==> src/rtl/except_ctrl_pkg.sv <==
// Shared exception codes, raw exception-vector bit positions and control types.
package except_ctrl_pkg;

  localparam int unsigned XLEN   = 32;
  localparam int unsigned EXC_W  = 14;
  localparam int unsigned CODE_W = 5;
  localparam int unsigned IRQ_W  = 8;

  // Cause.ExcCode values as written to CP0; EXC_NONE is an unused code.
  typedef enum logic [CODE_W-1:0] {
    EXC_INT  = 5'd0,
    EXC_MOD  = 5'd1,
    EXC_TLBL = 5'd2,
    EXC_TLBS = 5'd3,
    EXC_ADEL = 5'd4,
    EXC_ADES = 5'd5,
    EXC_SYS  = 5'd8,
    EXC_BP   = 5'd9,
    EXC_RI   = 5'd10,
    EXC_OV   = 5'd12,
    EXC_NONE = 5'd31
  } exc_code_e;

  // Bit positions inside m1s_exc_vec; lower index wins.
  localparam int unsigned EB_ADEL_F     = 0;
  localparam int unsigned EB_ITLB_REF   = 1;
  localparam int unsigned EB_ITLB_INV   = 2;
  localparam int unsigned EB_RI         = 3;
  localparam int unsigned EB_OV         = 4;
  localparam int unsigned EB_SYS        = 5;
  localparam int unsigned EB_BP         = 6;
  localparam int unsigned EB_ADEL_D     = 7;
  localparam int unsigned EB_ADES       = 8;
  localparam int unsigned EB_DTLB_RREF  = 9;
  localparam int unsigned EB_DTLB_RINV  = 10;
  localparam int unsigned EB_DTLB_WREF  = 11;
  localparam int unsigned EB_DTLB_WINV  = 12;
  localparam int unsigned EB_DTLB_MOD   = 13;

  typedef enum logic {
    ST_IDLE = 1'b0,
    ST_HOLD = 1'b1
  } state_e;

  // Winner of the priority encoder.
  typedef struct packed {
    exc_code_e code;
    logic      refill;
    logic      any;
  } exc_sel_t;

  // Map a raw exception bit to its shared ExcCode.
  function automatic exc_code_e bit_code(input int unsigned idx);
    case (idx)
      EB_ADEL_F, EB_ADEL_D:                       bit_code = EXC_ADEL;
      EB_ITLB_REF, EB_ITLB_INV,
      EB_DTLB_RREF, EB_DTLB_RINV:                 bit_code = EXC_TLBL;
      EB_DTLB_WREF, EB_DTLB_WINV:                 bit_code = EXC_TLBS;
      EB_DTLB_MOD:                                bit_code = EXC_MOD;
      EB_RI:                                      bit_code = EXC_RI;
      EB_OV:                                      bit_code = EXC_OV;
      EB_SYS:                                     bit_code = EXC_SYS;
      EB_BP:                                      bit_code = EXC_BP;
      EB_ADES:                                    bit_code = EXC_ADES;
      default:                                    bit_code = EXC_NONE;
    endcase
  endfunction

  // TLB refill bits use the dedicated refill vector when EXL=0.
  function automatic logic is_refill(input int unsigned idx);
    is_refill = (idx == EB_ITLB_REF) || (idx == EB_DTLB_RREF) || (idx == EB_DTLB_WREF);
  endfunction

endpackage

==> src/rtl/except_ctrl_if.sv <==
// MEM-stage / CP0 / fetch-redirect signal bundle around the exception controller.
interface except_ctrl_if;
  import except_ctrl_pkg::*;

  logic              m1s_valid;
  logic [XLEN-1:0]   m1s_pc;
  logic              m1s_bd;
  logic [EXC_W-1:0]  m1s_exc_vec;
  logic              m1s_inst_eret;
  logic              cp0_status_ie;
  logic              cp0_status_exl;
  logic [IRQ_W-1:0]  cp0_status_im;
  logic [IRQ_W-1:0]  cp0_cause_ip;
  logic [XLEN-1:0]   cp0_epc;
  logic              m1s_ex;
  logic [CODE_W-1:0] exctype;
  logic              m1s_eret;
  logic              flush;
  logic              redirect_valid;
  logic              redirect_ready;
  logic [XLEN-1:0]   redirect_pc;

  modport master (
    output m1s_valid, m1s_pc, m1s_bd, m1s_exc_vec, m1s_inst_eret,
    output cp0_status_ie, cp0_status_exl, cp0_status_im, cp0_cause_ip, cp0_epc,
    output redirect_ready,
    input  m1s_ex, exctype, m1s_eret, flush, redirect_valid, redirect_pc
  );

  modport slave (
    input  m1s_valid, m1s_pc, m1s_bd, m1s_exc_vec, m1s_inst_eret,
    input  cp0_status_ie, cp0_status_exl, cp0_status_im, cp0_cause_ip, cp0_epc,
    input  redirect_ready,
    output m1s_ex, exctype, m1s_eret, flush, redirect_valid, redirect_pc
  );

endinterface

==> src/rtl/except_ctrl_exc_prio_enc.sv <==
// 15-to-1 priority encoder: interrupt first, then lowest raw exception bit.
module exc_prio_enc
  import except_ctrl_pkg::*;
(
  input  logic             int_pending,
  input  logic [EXC_W-1:0] exc_vec,
  output exc_sel_t         sel
);

  // Pick the first set exception bit, then let a pending interrupt override it.
  always_comb begin
    sel = '{code: EXC_NONE, refill: 1'b0, any: 1'b0};
    for (int unsigned i = 0; i < EXC_W; i++) begin
      if (exc_vec[i] && !sel.any) begin
        sel.code   = bit_code(i);
        sel.refill = is_refill(i);
        sel.any    = 1'b1;
      end
    end
    if (int_pending) begin
      sel.code   = EXC_INT;
      sel.refill = 1'b0;
      sel.any    = 1'b1;
    end
  end

endmodule

==> src/rtl/except_ctrl.sv <==
// MEM-stage exception/ERET commit, pipeline flush and fetch-redirect handshake.
module except_ctrl
  import except_ctrl_pkg::*;
#(
  parameter logic [31:0] EX_VEC     = 32'hbfc00380,
  parameter logic [31:0] REFILL_VEC = 32'hbfc00200
) (
  input  logic          clk,
  input  logic          resetn,
  except_ctrl_if.slave  bus
);

  logic            int_req;
  logic            int_pending;
  state_e          state_q, state_d;
  logic            rv_q, rv_d;
  logic [XLEN-1:0] rpc_q, rpc_d;
  logic            ex, eret;
  exc_sel_t        sel;

  // PC and delay-slot flag are consumed by CP0 for EPC/BD, not by this control.
  logic unused_pipe;
  assign unused_pipe = ^{bus.m1s_pc, bus.m1s_bd};

  assign int_req = bus.cp0_status_ie & ~bus.cp0_status_exl
                 & (|(bus.cp0_status_im & bus.cp0_cause_ip));

  // Interrupt request sampled every cycle; seen by the next MEM instruction.
  always_ff @(posedge clk or negedge resetn) begin
    if (!resetn) int_pending <= 1'b0;
    else         int_pending <= int_req;
  end

  exc_prio_enc u_prio_enc (
    .int_pending (int_pending),
    .exc_vec     (bus.m1s_exc_vec),
    .sel         (sel)
  );

  // State and redirect registers.
  always_ff @(posedge clk or negedge resetn) begin
    if (!resetn) begin
      state_q <= ST_IDLE;
      rv_q    <= 1'b0;
      rpc_q   <= '0;
    end else begin
      state_q <= state_d;
      rv_q    <= rv_d;
      rpc_q   <= rpc_d;
    end
  end

  // Commit decision in IDLE; hold the redirect until fetch accepts it.
  always_comb begin
    state_d = state_q;
    rv_d    = rv_q;
    rpc_d   = rpc_q;
    ex      = 1'b0;
    eret    = 1'b0;
    case (state_q)
      ST_IDLE: begin
        if (resetn && bus.m1s_valid) begin
          ex   = sel.any;
          eret = bus.m1s_inst_eret & ~sel.any;
          if (ex || eret) begin
            state_d = ST_HOLD;
            rv_d    = 1'b1;
            if (eret)                                rpc_d = bus.cp0_epc;
            else if (sel.refill && !bus.cp0_status_exl) rpc_d = REFILL_VEC;
            else                                     rpc_d = EX_VEC;
          end
        end
      end
      ST_HOLD: begin
        if (bus.redirect_ready) begin
          state_d = ST_IDLE;
          rv_d    = 1'b0;
        end
      end
      default: state_d = ST_IDLE;
    endcase
  end

  assign bus.m1s_ex         = ex;
  assign bus.m1s_eret       = eret;
  assign bus.flush          = ex | eret;
  assign bus.exctype        = ex ? sel.code : EXC_NONE;
  assign bus.redirect_valid = rv_q;
  assign bus.redirect_pc    = rpc_q;

endmodule

==> src/flat_wrapper.sv <==
// flat-port wrapper written by rule: the top's interface ports become plain ports
module except_ctrl_flat import except_ctrl_pkg::*;
#(
  parameter logic [31:0] EX_VEC     = 32'hbfc00380,
  parameter logic [31:0] REFILL_VEC = 32'hbfc00200
)
  (clk, resetn, bus_m1s_valid, bus_m1s_pc, bus_m1s_bd, bus_m1s_exc_vec, bus_m1s_inst_eret, bus_cp0_status_ie, bus_cp0_status_exl, bus_cp0_status_im, bus_cp0_cause_ip, bus_cp0_epc, bus_redirect_ready, bus_m1s_ex, bus_exctype, bus_m1s_eret, bus_flush, bus_redirect_valid, bus_redirect_pc);
  except_ctrl_if bus_i ();
  input  logic clk;
  input  logic resetn;
  input wire logic [$bits(bus_i.m1s_valid)-1:0] bus_m1s_valid;
  input wire logic [$bits(bus_i.m1s_pc)-1:0] bus_m1s_pc;
  input wire logic [$bits(bus_i.m1s_bd)-1:0] bus_m1s_bd;
  input wire logic [$bits(bus_i.m1s_exc_vec)-1:0] bus_m1s_exc_vec;
  input wire logic [$bits(bus_i.m1s_inst_eret)-1:0] bus_m1s_inst_eret;
  input wire logic [$bits(bus_i.cp0_status_ie)-1:0] bus_cp0_status_ie;
  input wire logic [$bits(bus_i.cp0_status_exl)-1:0] bus_cp0_status_exl;
  input wire logic [$bits(bus_i.cp0_status_im)-1:0] bus_cp0_status_im;
  input wire logic [$bits(bus_i.cp0_cause_ip)-1:0] bus_cp0_cause_ip;
  input wire logic [$bits(bus_i.cp0_epc)-1:0] bus_cp0_epc;
  input wire logic [$bits(bus_i.redirect_ready)-1:0] bus_redirect_ready;
  output wire logic [$bits(bus_i.m1s_ex)-1:0] bus_m1s_ex;
  output wire logic [$bits(bus_i.exctype)-1:0] bus_exctype;
  output wire logic [$bits(bus_i.m1s_eret)-1:0] bus_m1s_eret;
  output wire logic [$bits(bus_i.flush)-1:0] bus_flush;
  output wire logic [$bits(bus_i.redirect_valid)-1:0] bus_redirect_valid;
  output wire logic [$bits(bus_i.redirect_pc)-1:0] bus_redirect_pc;
  assign bus_i.m1s_valid = bus_m1s_valid;
  assign bus_i.m1s_pc = bus_m1s_pc;
  assign bus_i.m1s_bd = bus_m1s_bd;
  assign bus_i.m1s_exc_vec = bus_m1s_exc_vec;
  assign bus_i.m1s_inst_eret = bus_m1s_inst_eret;
  assign bus_i.cp0_status_ie = bus_cp0_status_ie;
  assign bus_i.cp0_status_exl = bus_cp0_status_exl;
  assign bus_i.cp0_status_im = bus_cp0_status_im;
  assign bus_i.cp0_cause_ip = bus_cp0_cause_ip;
  assign bus_i.cp0_epc = bus_cp0_epc;
  assign bus_i.redirect_ready = bus_redirect_ready;
  assign bus_m1s_ex = bus_i.m1s_ex;
  assign bus_exctype = bus_i.exctype;
  assign bus_m1s_eret = bus_i.m1s_eret;
  assign bus_flush = bus_i.flush;
  assign bus_redirect_valid = bus_i.redirect_valid;
  assign bus_redirect_pc = bus_i.redirect_pc;
  except_ctrl #(.EX_VEC(EX_VEC), .REFILL_VEC(REFILL_VEC)) u_core (.clk(clk), .resetn(resetn), .bus(bus_i));
endmodule
==> config.mk <==
export PLATFORM = sky130hd
export DESIGN_NAME = except_ctrl_flat
export DESIGN_NICKNAME = d
export VERILOG_FILES = /design/src/rtl/except_ctrl_pkg.sv /design/src/rtl/except_ctrl_if.sv /design/src/rtl/except_ctrl_exc_prio_enc.sv /design/src/rtl/except_ctrl.sv /design/src/flat_wrapper.sv
export SDC_FILE = /design/constraint.sdc
export NUM_CORES = 1
export LEC_CHECK = 0
export ABC_AREA = 1
export BUFFER_PORTS_ARGS = -buffer_cell sky130_fd_sc_hd__buf_2
export CORE_AREA = 10 10 75 93
export DETAILED_ROUTE_END_ITERATION = 12
export DIE_AREA = 0 0 85 103
export PLACE_DENSITY_LB_ADDON = 0.08
export SKIP_LAST_GASP = 1
export SYNTH_ARGS = -nofsm -noshare
export SYNTH_HDL_FRONTEND = slang
export SYNTH_SLANG_ARGS = --single-unit
export TNS_END_PERCENT = 10
==> constraint.sdc <==
create_clock -name clk -period 2.8 [get_ports clk]
set_input_delay 0.56 -clock clk [delete_from_list [all_inputs] [get_ports clk]]
set_output_delay 0.56 -clock clk [all_outputs]
set_load 0.05 [all_outputs]
# ---- Yosys cells after proc, flatten, opt, wreduce, memory -nomap -nowiden
# Index checks and enable logic that the tools add are counted.
dict set report totals {
  ff_bits 35
  inputBits 102
  out_inout_bits 41
  wordCells 78
}
dict set report classes {
  eq_ne 3
  mux 30
  bitwise 8
  reduce_logical 33
}
# cell n
set ops {}
lappend ops {{$mux 7} 15}
lappend ops {{$mux 32} 1}
lappend ops {{$logic_and 1x1->1} 15}
lappend ops {{$logic_not 1->1} 14}
lappend ops {{$mux 1} 10}
lappend ops {{$mux 9} 1}
lappend ops {{$and 8x8->8} 1}
lappend ops {{$reduce_or 8->1} 1}
lappend ops {{$reduce_and 3->1} 2}
lappend ops {{$mux 5} 1}
lappend ops {{$ne 2x1->1 const B} 2}
lappend ops {{$pmux 1 s2} 2}
lappend ops {{$and 1x1->1} 3}
lappend ops {{$not 1->1} 3}
lappend ops {{$ne 2x2->1 const B} 1}
lappend ops {{$logic_or 1x1->1} 1}
lappend ops {{$or 1x1->1} 1}

# ---- Logic depth before layout (Yosys ltp)
# Gate-level depths: netlist (run 1).
dict set report logic_depth {
  word_depth 47
  depth_mapped 12
  depth_no_buf 12
}

# ---- By module
# From an unflattened synthesis (run 1), not the netlist that was laid out.
dict set report unflattened {
  cells_unflattened 240
  area_unflattened_um2 1786.7
}
# module instances cells_each area_each_um2 seq_area_each_um2
set modules_own_cells {}
lappend modules_own_cells {except_ctrl 1 187 1493.9 875.8}
lappend modules_own_cells {exc_prio_enc 1 53 292.8 0.0}

# ---- Least setup slack after synthesis (run 1)
# OpenSTA, ideal clock, no wires.
dict set report synth_timing {
  kind {input to output}
  start {in bus_m1s_exc_vec[7]}
  end {out bus_exctype[3]}
  t_arrival_ns 2.287
  t_required_ns 2.240
  setup_slack_ns -0.047
  cell_stages 5
  n_path_buf 0
  cell_sequence {nor2_1 -> nor3_1 -> nor4_1 -> nand2_1 -> o21ai_0}
}
dict set report synth_via {
  elab_chain_len 24
}
# item line_no
set synth_rtl {}
lappend synth_rtl {{start: declaration} flat_wrapper.sv:14} ;# input wire logic [$bits(bus_i.m1s_exc_vec)-1:0] bus_m1s_exc_vec;
lappend synth_rtl {{$logic_and 1x1->1 *} except_ctrl_exc_prio_enc.sv:14} ;# if (exc_vec[i] && !sel.any) begin
lappend synth_rtl {{$mux 7 *} except_ctrl_exc_prio_enc.sv:14}
lappend synth_rtl {{$logic_not 1->1} except_ctrl_exc_prio_enc.sv:14}
lappend synth_rtl {{$logic_and 1x1->1} except_ctrl_exc_prio_enc.sv:14}
lappend synth_rtl {{$mux 7 *} except_ctrl_exc_prio_enc.sv:14}
lappend synth_rtl {{$logic_not 1->1} except_ctrl_exc_prio_enc.sv:14}
lappend synth_rtl {{$logic_and 1x1->1} except_ctrl_exc_prio_enc.sv:14}
lappend synth_rtl {{$mux 7 *} except_ctrl_exc_prio_enc.sv:14}
lappend synth_rtl {{[... 8 more ...]} --}
lappend synth_rtl {{$mux 7 *} except_ctrl_exc_prio_enc.sv:14}
lappend synth_rtl {{$logic_not 1->1} except_ctrl_exc_prio_enc.sv:14}
lappend synth_rtl {{$logic_and 1x1->1} except_ctrl_exc_prio_enc.sv:14}
lappend synth_rtl {{$mux 7 *} except_ctrl_exc_prio_enc.sv:14}
lappend synth_rtl {{$mux 7 *} except_ctrl_exc_prio_enc.sv:20} ;# if (int_pending) begin
lappend synth_rtl {{$mux 1} except_ctrl.sv:62} ;# if (resetn && bus.m1s_valid) begin
lappend synth_rtl {{$mux 1} except_ctrl.sv:60} ;# case (state_q)
lappend synth_rtl {{$mux 5 *} except_ctrl.sv:87} ;# assign bus.exctype = ex ? sel.code : EXC_NONE;
lappend synth_rtl {{end: declaration} flat_wrapper.sv:23} ;# output wire logic [$bits(bus_i.exctype)-1:0] bus_exctype;
# Mark *: on every way between the ends. The rest lies on a longest branch, timed or not.

# ---- Worst setup path in the final report (run 1)
dict set report layout_timing {
  start {in bus_m1s_exc_vec[0]}
  end {out bus_exctype[3]}
}
dict set report layout_via {
  elab_chain_len 44
}
# item line_no
set layout_rtl {}
lappend layout_rtl {{$mux 7 *} except_ctrl_exc_prio_enc.sv:14}
lappend layout_rtl {{$logic_not 1->1} except_ctrl_exc_prio_enc.sv:14}
lappend layout_rtl {{$logic_and 1x1->1} except_ctrl_exc_prio_enc.sv:14}
lappend layout_rtl {{$mux 7 *} except_ctrl_exc_prio_enc.sv:14}
lappend layout_rtl {{$logic_not 1->1} except_ctrl_exc_prio_enc.sv:14}
lappend layout_rtl {{$logic_and 1x1->1} except_ctrl_exc_prio_enc.sv:14}
lappend layout_rtl {{$mux 7 *} except_ctrl_exc_prio_enc.sv:14}
lappend layout_rtl {{$logic_not 1->1} except_ctrl_exc_prio_enc.sv:14}
lappend layout_rtl {{[... 28 more ...]} --}
lappend layout_rtl {{$mux 7 *} except_ctrl_exc_prio_enc.sv:14}
lappend layout_rtl {{$logic_not 1->1} except_ctrl_exc_prio_enc.sv:14}
lappend layout_rtl {{$logic_and 1x1->1} except_ctrl_exc_prio_enc.sv:14}
lappend layout_rtl {{$mux 7 *} except_ctrl_exc_prio_enc.sv:14}
lappend layout_rtl {{$mux 7 *} except_ctrl_exc_prio_enc.sv:20}
lappend layout_rtl {{$mux 1} except_ctrl.sv:62}
lappend layout_rtl {{$mux 1} except_ctrl.sv:60}
lappend layout_rtl {{$mux 5 *} except_ctrl.sv:87}
# Marked as above.

==> results_dict.tcl, run 1 <==
set metrics [dict create \
    worstPathMaxFanout 5 \
    final_core_util_pct 47.6 \
    cp.required_ns 2.24 \
    placementRows 30 \
    synth-edff-count 0 \
    synth_cell_types 26 \
    synth_warnings 0 \
    finalSetupViolCount 0 \
    worst_path_largest_cell_delay_ns 0.28 \
    drc 0 \
    insertion_delay_ns 0.28 \
    dieHeight_um 103 \
    setup_tns_ns 0 \
    die_w_um 85 \
    cts.sinks 35 \
    rr_startpoint "u_core.int_pending" \
    yosys-top-cells-area "dfrtp_1 47%, nand2_1 14%, nand2_2 11%" \
    dr.pass1.iters 4 \
    powerDensity_nw_per_um2 521 \
    synthArstFlopShare_pct 100 \
    wl_per_cell_um 14.3 \
    ctsHtreeMaxLevel 2 \
    fmax_mhz 375 \
    die_area_um2 8760 \
    status "finished clean" \
    clk_pin_slew_worst_paths_ns 0.06 \
    clock_path_buffers 2 \
    gp_congestion 0.833 \
    fin_crit_ns 2.66 \
    cts-root-buf "clkbuf_8" \
    arrival_ns 2.10 \
    slew_headroom_pct 60.0 \
    cts_tree "built" \
    min_period_over_period_pct 95.1 \
    crit_type "in -> out" \
    antenna_found_initial 0 \
    viasPerCell 4.49 \
    grt_pass1_vias 1854 \
    cts_inserted_buffers 5 \
    fp.coreArea_um2 5290 \
    netlist_instances 214 \
    place_inst 385 \
    min_path_type "in -> async" \
    dr_total_vias 1757 \
    worst_slew_pin_slew_ns 0.595 \
    worstReg2RegEnd "u_core.bus.redirect_pc[3]" \
    slew_violations 0 \
    crit_slowest_cell "buf_2" \
    diodes 0 \
    path_cells "buf_2, nor2_2, nand2_2, nor2_4, nand4_4, nor3_4, nand2_2, nand2_4, inv_1, o21ai_1, buf_2" \
    end_kind "primary output" \
    power_leakage_nw 1.45 \
    seq_area_frac_synth_pct 47.3 \
    drv_cap 0 \
    reg2reg_depth 5 \
    portBuffers 109 \
    final_cell_count_no_fill 391 \
    start_util_pct 35.0 \
    grt.total_usage_pct 12.6 \
    drive_gt1_share_pct 49.2 \
    syn_nets 316 \
    grt_max_degree 36 \
    routed_wl_um 5580 \
    syn2layout_area_growth_pct 36.0 \
    ys_top_cells_by_count "67 x nand2_1, 35 x dfrtp_1, 32 x nand2_2" \
    drtIter0Drc 86 \
    start_kind "input pin" \
    yosysMostFrequentCell "nand2_1" \
    peakVddDrop_mv 0.465 \
    rsz0062_at_grt "true" \
    finalHoldViolCount 0 \
    synth_top_area_share_pct 47.3 \
    netlist_area_um2 1850 \
    synth-seq-cells 35 \
    nets 430 \
    syn_area_per_cell_um2 8.65 \
    synth_flop_cell "dfrtp_1" \
    globalRouteOverflowTotal 0 \
    reg2reg_setup_slack_ns 1.12 \
    cts_setup_buffers 0 \
    hpwl_um 4570 \
    grt_first_pass_wirelength_um 9020 \
    yosysTopAreaCell "dfrtp_1" \
    io_pins 143 \
    clock_skew_ns 0.00454 \
    drtAntennaViolNets 0 \
]
==> critical path, delay by kind of cell <==
kind                   cells  cell delay [ns]
buffers and inverters      3             0.49
AO/OA/AOI/OAI              1             0.10
AND/OR/NAND/NOR            7             0.94
==> cell type report <==
type	instances	area (um2)
fill	554	2780
sequential	35	876
multi-input combinational	157	843
timing repair buffer	113	581
tap	64	80.1
clock buffer	6	72.6
inverter	16	65.1
==> what timing repair did <==
action                                 in CTS  in global routing
hold buffers                                0                  0
setup endpoints to repair                   0                  4
endpoints found under the hold margin       0                  0
gates resized for setup                     0                  3
==> layout by cell type, fill, tap and decap left out, types with 2 or more instances in the layout <==
cell	n
nor2_2	3
o21ai_0	9
buf_4	5
nor2_1	4
nand3_1	14
nor2_4	2
buf_2	107
nand2_1	67
inv_1	15
nand4_1	9
dfrtp_1	35
nand2_4	2
o21ai_1	2
nand2_2	32
mux2i_1	4
nor4_1	2
clkbuf_8	5
==> layer usage <==
layer	routed length, um	track usage [%]
met1	2380	15.3
met2	2690	20.6
met3	450	4.66
met4	57	3.43
met5	0	0
==> power by group <==
group	switching, W	internal [W]
Clock	0.000164	0.000166
Combinational	0.000299	0.000110
Sequential	0.0000234	0.000550
Total	0.000487	0.000826
==> per-stage QoR <==
step	hold slack, ns	power, W	instance area (um2)	setup WS [ns]
floorplan	0.264	0.000866	1850	-0.000620
global placement	0.454	0.000995	2440	0.154
detailed placement	0.458	0.000998	2440	0.117
CTS	0.363	0.00133	2510	0.119
global route	0.378	0.00139	2520	-0.0183
finish	0.339	0.00131	2520	0.136
==> cell families (layout without fill, tap and decap cells) <==
kind of cell           count (synthesis)  in the layout  share of synthesized area [%]
AOI/OAI and AO/OA                     14             14                           4.26
buffers and inverters                 22            135                           7.10
DFF                                   35             35                           47.3
and+or+nand+nor                      139            139                           39.1
muxes                                  4              4                           2.16
==> how the worst max path moves through the flow <==
| stage | startpoint | to | slack [ns] |
|---|---|---|---|
| floorplan | bus_m1s_exc_vec[4] | bus_exctype[0] | -0.0006 |
| global placement | bus_m1s_exc_vec[0] | bus_exctype[0] | 0.15 |
| detailed placement | bus_m1s_exc_vec[0] | bus_exctype[1] | 0.12 |
| CTS | bus_m1s_exc_vec[0] | bus_exctype[1] | 0.12 |
| global route | bus_m1s_exc_vec[0] | bus_exctype[3] | -0.02 |
| finish | bus_m1s_exc_vec[0] | bus_exctype[3] | 0.14 |
==> registers in the layout, summed over array words and instances, names as in the netlist <==
signal,count
u_core.int_pending,1
u_core.bus.redirect_pc,32
u_core.state_q,1
u_core.bus.redirect_valid,1
No activity file was read; power rests on OpenSTA's default activity.
==> run 2: changes to the inputs <==
Clock period 2.8 ns to 2.7 ns, I/O delays scaled along.
==> run 2 against run 1 <==
Die area unchanged. Clock-buffer cell count unchanged. Utilization increased by 0.24 points. Clock skew is 0.0025 ns lower. Hold slack lost 0.010 ns. Via count up 1.9%. Critical path type unchanged. Largest power group unchanged. Highest routed layer unchanged.
==> results_dict.tcl, run 2 (same netlist as run 1, synthesis figures left out) <==
set metrics [dict create \
    pre_cts_ws_ns 0.140 \
    start_kind "input pin" \
    worst_slew_pin_slew_ns 0.635 \
    multiInputGateArea_um2 843 \
    end_kind "primary output" \
    routed_wl_um 5730 \
    die_w_um 85 \
    grt_max_degree 36 \
    place_inst 387 \
    slew_headroom_pct 57.3 \
    drc 0 \
    wl_per_cell_um 14.6 \
    cts_inserted_buffers 5 \
    peakVddDrop_mv 0.292 \
    finalHoldViolCount 0 \
    dr.pass1.iters 4 \
    fp.coreArea_um2 5290 \
    gp_congestion 0.869 \
    power_leakage_nw 1.46 \
    die_area_um2 8760 \
    met1_usage_pct 15.0 \
    min_path_type "in -> async" \
    fin_crit_ns 2.55 \
    syn2layout_area_growth_pct 36.7 \
    grt_pass1_vias 1906 \
    fillers 532 \
    io_pins 143 \
    dieHeight_um 103 \
    drive_gt1_share_pct 49.5 \
    cts_tree "built" \
    cts-root-buf "clkbuf_8" \
    grt_use_met3_pct 5.53 \
    status "finished clean" \
    start_util_pct 35.0 \
    min_period_over_period_pct 94.6 \
    clock_path_buffers 2 \
    dr_total_vias 1791 \
    arrival_ns 2.01 \
    cp.required_ns 2.16 \
    hpwl_um 4680 \
    final_common_cell "buf_2" \
    ctsHtreeMaxLevel 2 \
    drtIter0Drc 87 \
    clock_skew_ns 0.00203 \
    insertion_delay_ns 0.27 \
    diodes 0 \
    clk_pin_slew_worst_paths_ns 0.06 \
    grt_first_pass_wirelength_um 9240 \
    finalSetupViolCount 0 \
    nets 432 \
    portBuffers 109 \
    slew_violations 0 \
    cts_setup_buffers 0 \
    drtAntennaViolNets 0 \
    powerDensity_nw_per_um2 538 \
    drv_cap 0 \
    cts.sinks 35 \
    use_met2_pct 21.4 \
    top_usage_layer "met2" \
    crit_type "in -> out" \
    worstPathMaxFanout 5 \
    antenna_found_initial 0 \
    final_cell_mix "108 x buf_2, 67 x nand2_1, 35 x dfrtp_1" \
    fin_ws_ns 0.146 \
    rsz0062_at_grt "true" \
    viasPerCell 4.56 \
    placementRows 30 \
    regArea_um2 876 \
    final_cell_count_no_fill 393 \
    fmax_mhz 392 \
    grt.total_usage_pct 13.0 \
    largest_register_ff_count 32 \
    globalRouteOverflowTotal 0 \
]
-- run 2: metal layers --
| metal | vias to the layer above | wire length, um | share of wire (%) |
|---|---|---|---|
| met5 | - | 0 | 0 |
| met2 | 79 | 2770 | 48 |
| met1 | 785 | 2330 | 41 |
| met3 | 6 | 569 | 9.9 |
| met4 | 0 | 61 | 1.1 |
| li1 | 921 | - | - |
-- run 2: final timing paths --
check / start / endpoint / slack (ns) / cells after the start
worst max register to register: u_core.int_pending / u_core.bus.redirect_pc[0] / 0.98 / 5
worst min register to register: u_core.bus.redirect_pc[0] / u_core.bus.redirect_pc[0] / 0.48 / 2
worst min-delay path: resetn / u_core.bus.redirect_pc[14] / 0.33 / 2
max in group asynchronous: resetn / u_core.bus.redirect_pc[9] / 2.06 / 2
min in group clk: bus_cp0_status_exl / u_core.int_pending / 0.43 / 2
worst max-delay path: bus_m1s_exc_vec[0] / bus_exctype[2] / 0.15 / 11
-- run 2: final cells by class --
cell class                 instances  area share (%)
tap                               64            3.17
multi-input combinational        157            33.3
inverter                          16            2.57
clock buffer                       6            2.87
timing repair buffer             115            23.4
sequential                        35            34.6
-- run 2: timing repair --
item	4_1_cts	5_1_grt
resized for setup	0	2
endpoints found under the setup margin	0	4
hold buffers	0	0
-- run 2: through the flow --
| stage | hold WS (ns) | util (%) | total power, W | setup TNS [ns] | area [um2] |
|---|---|---|---|---|---|
| after floorplan | 0.244 | - | 0.000899 | -0.114 | 1850 |
| after global placement | 0.460 | 46.4 | 0.00103 | 0 | 2450 |
| after detailed placement | 0.466 | 46.4 | 0.00104 | 0 | 2450 |
| after CTS | 0.349 | 47.8 | 0.00138 | 0 | 2530 |
| after global routing | 0.371 | 47.8 | 0.00144 | -0.0173 | 2530 |
| final | 0.329 | 47.8 | 0.00136 | 0 | 2530 |
-- run 2: worst max-delay path, stage by stage --
cell and delay (ns):
buf_2 0.12, nor2_2 0.12, nand2_2 0.10, nor2_4 0.18, nand4_4 0.14, nor3_4 0.16, nand2_2 0.08, nand2_4 0.11
inv_1 0.10, o21ai_1 0.09, buf_2 0.28
-- run 2: where the power goes --
group | switching (W) | internal, W | leakage, nW
combinational | 0.000310 | 0.000115 | 0.979
clock | 0.000166 | 0.000172 | 0.0371
sequential | 0.0000270 | 0.000570 | 0.443
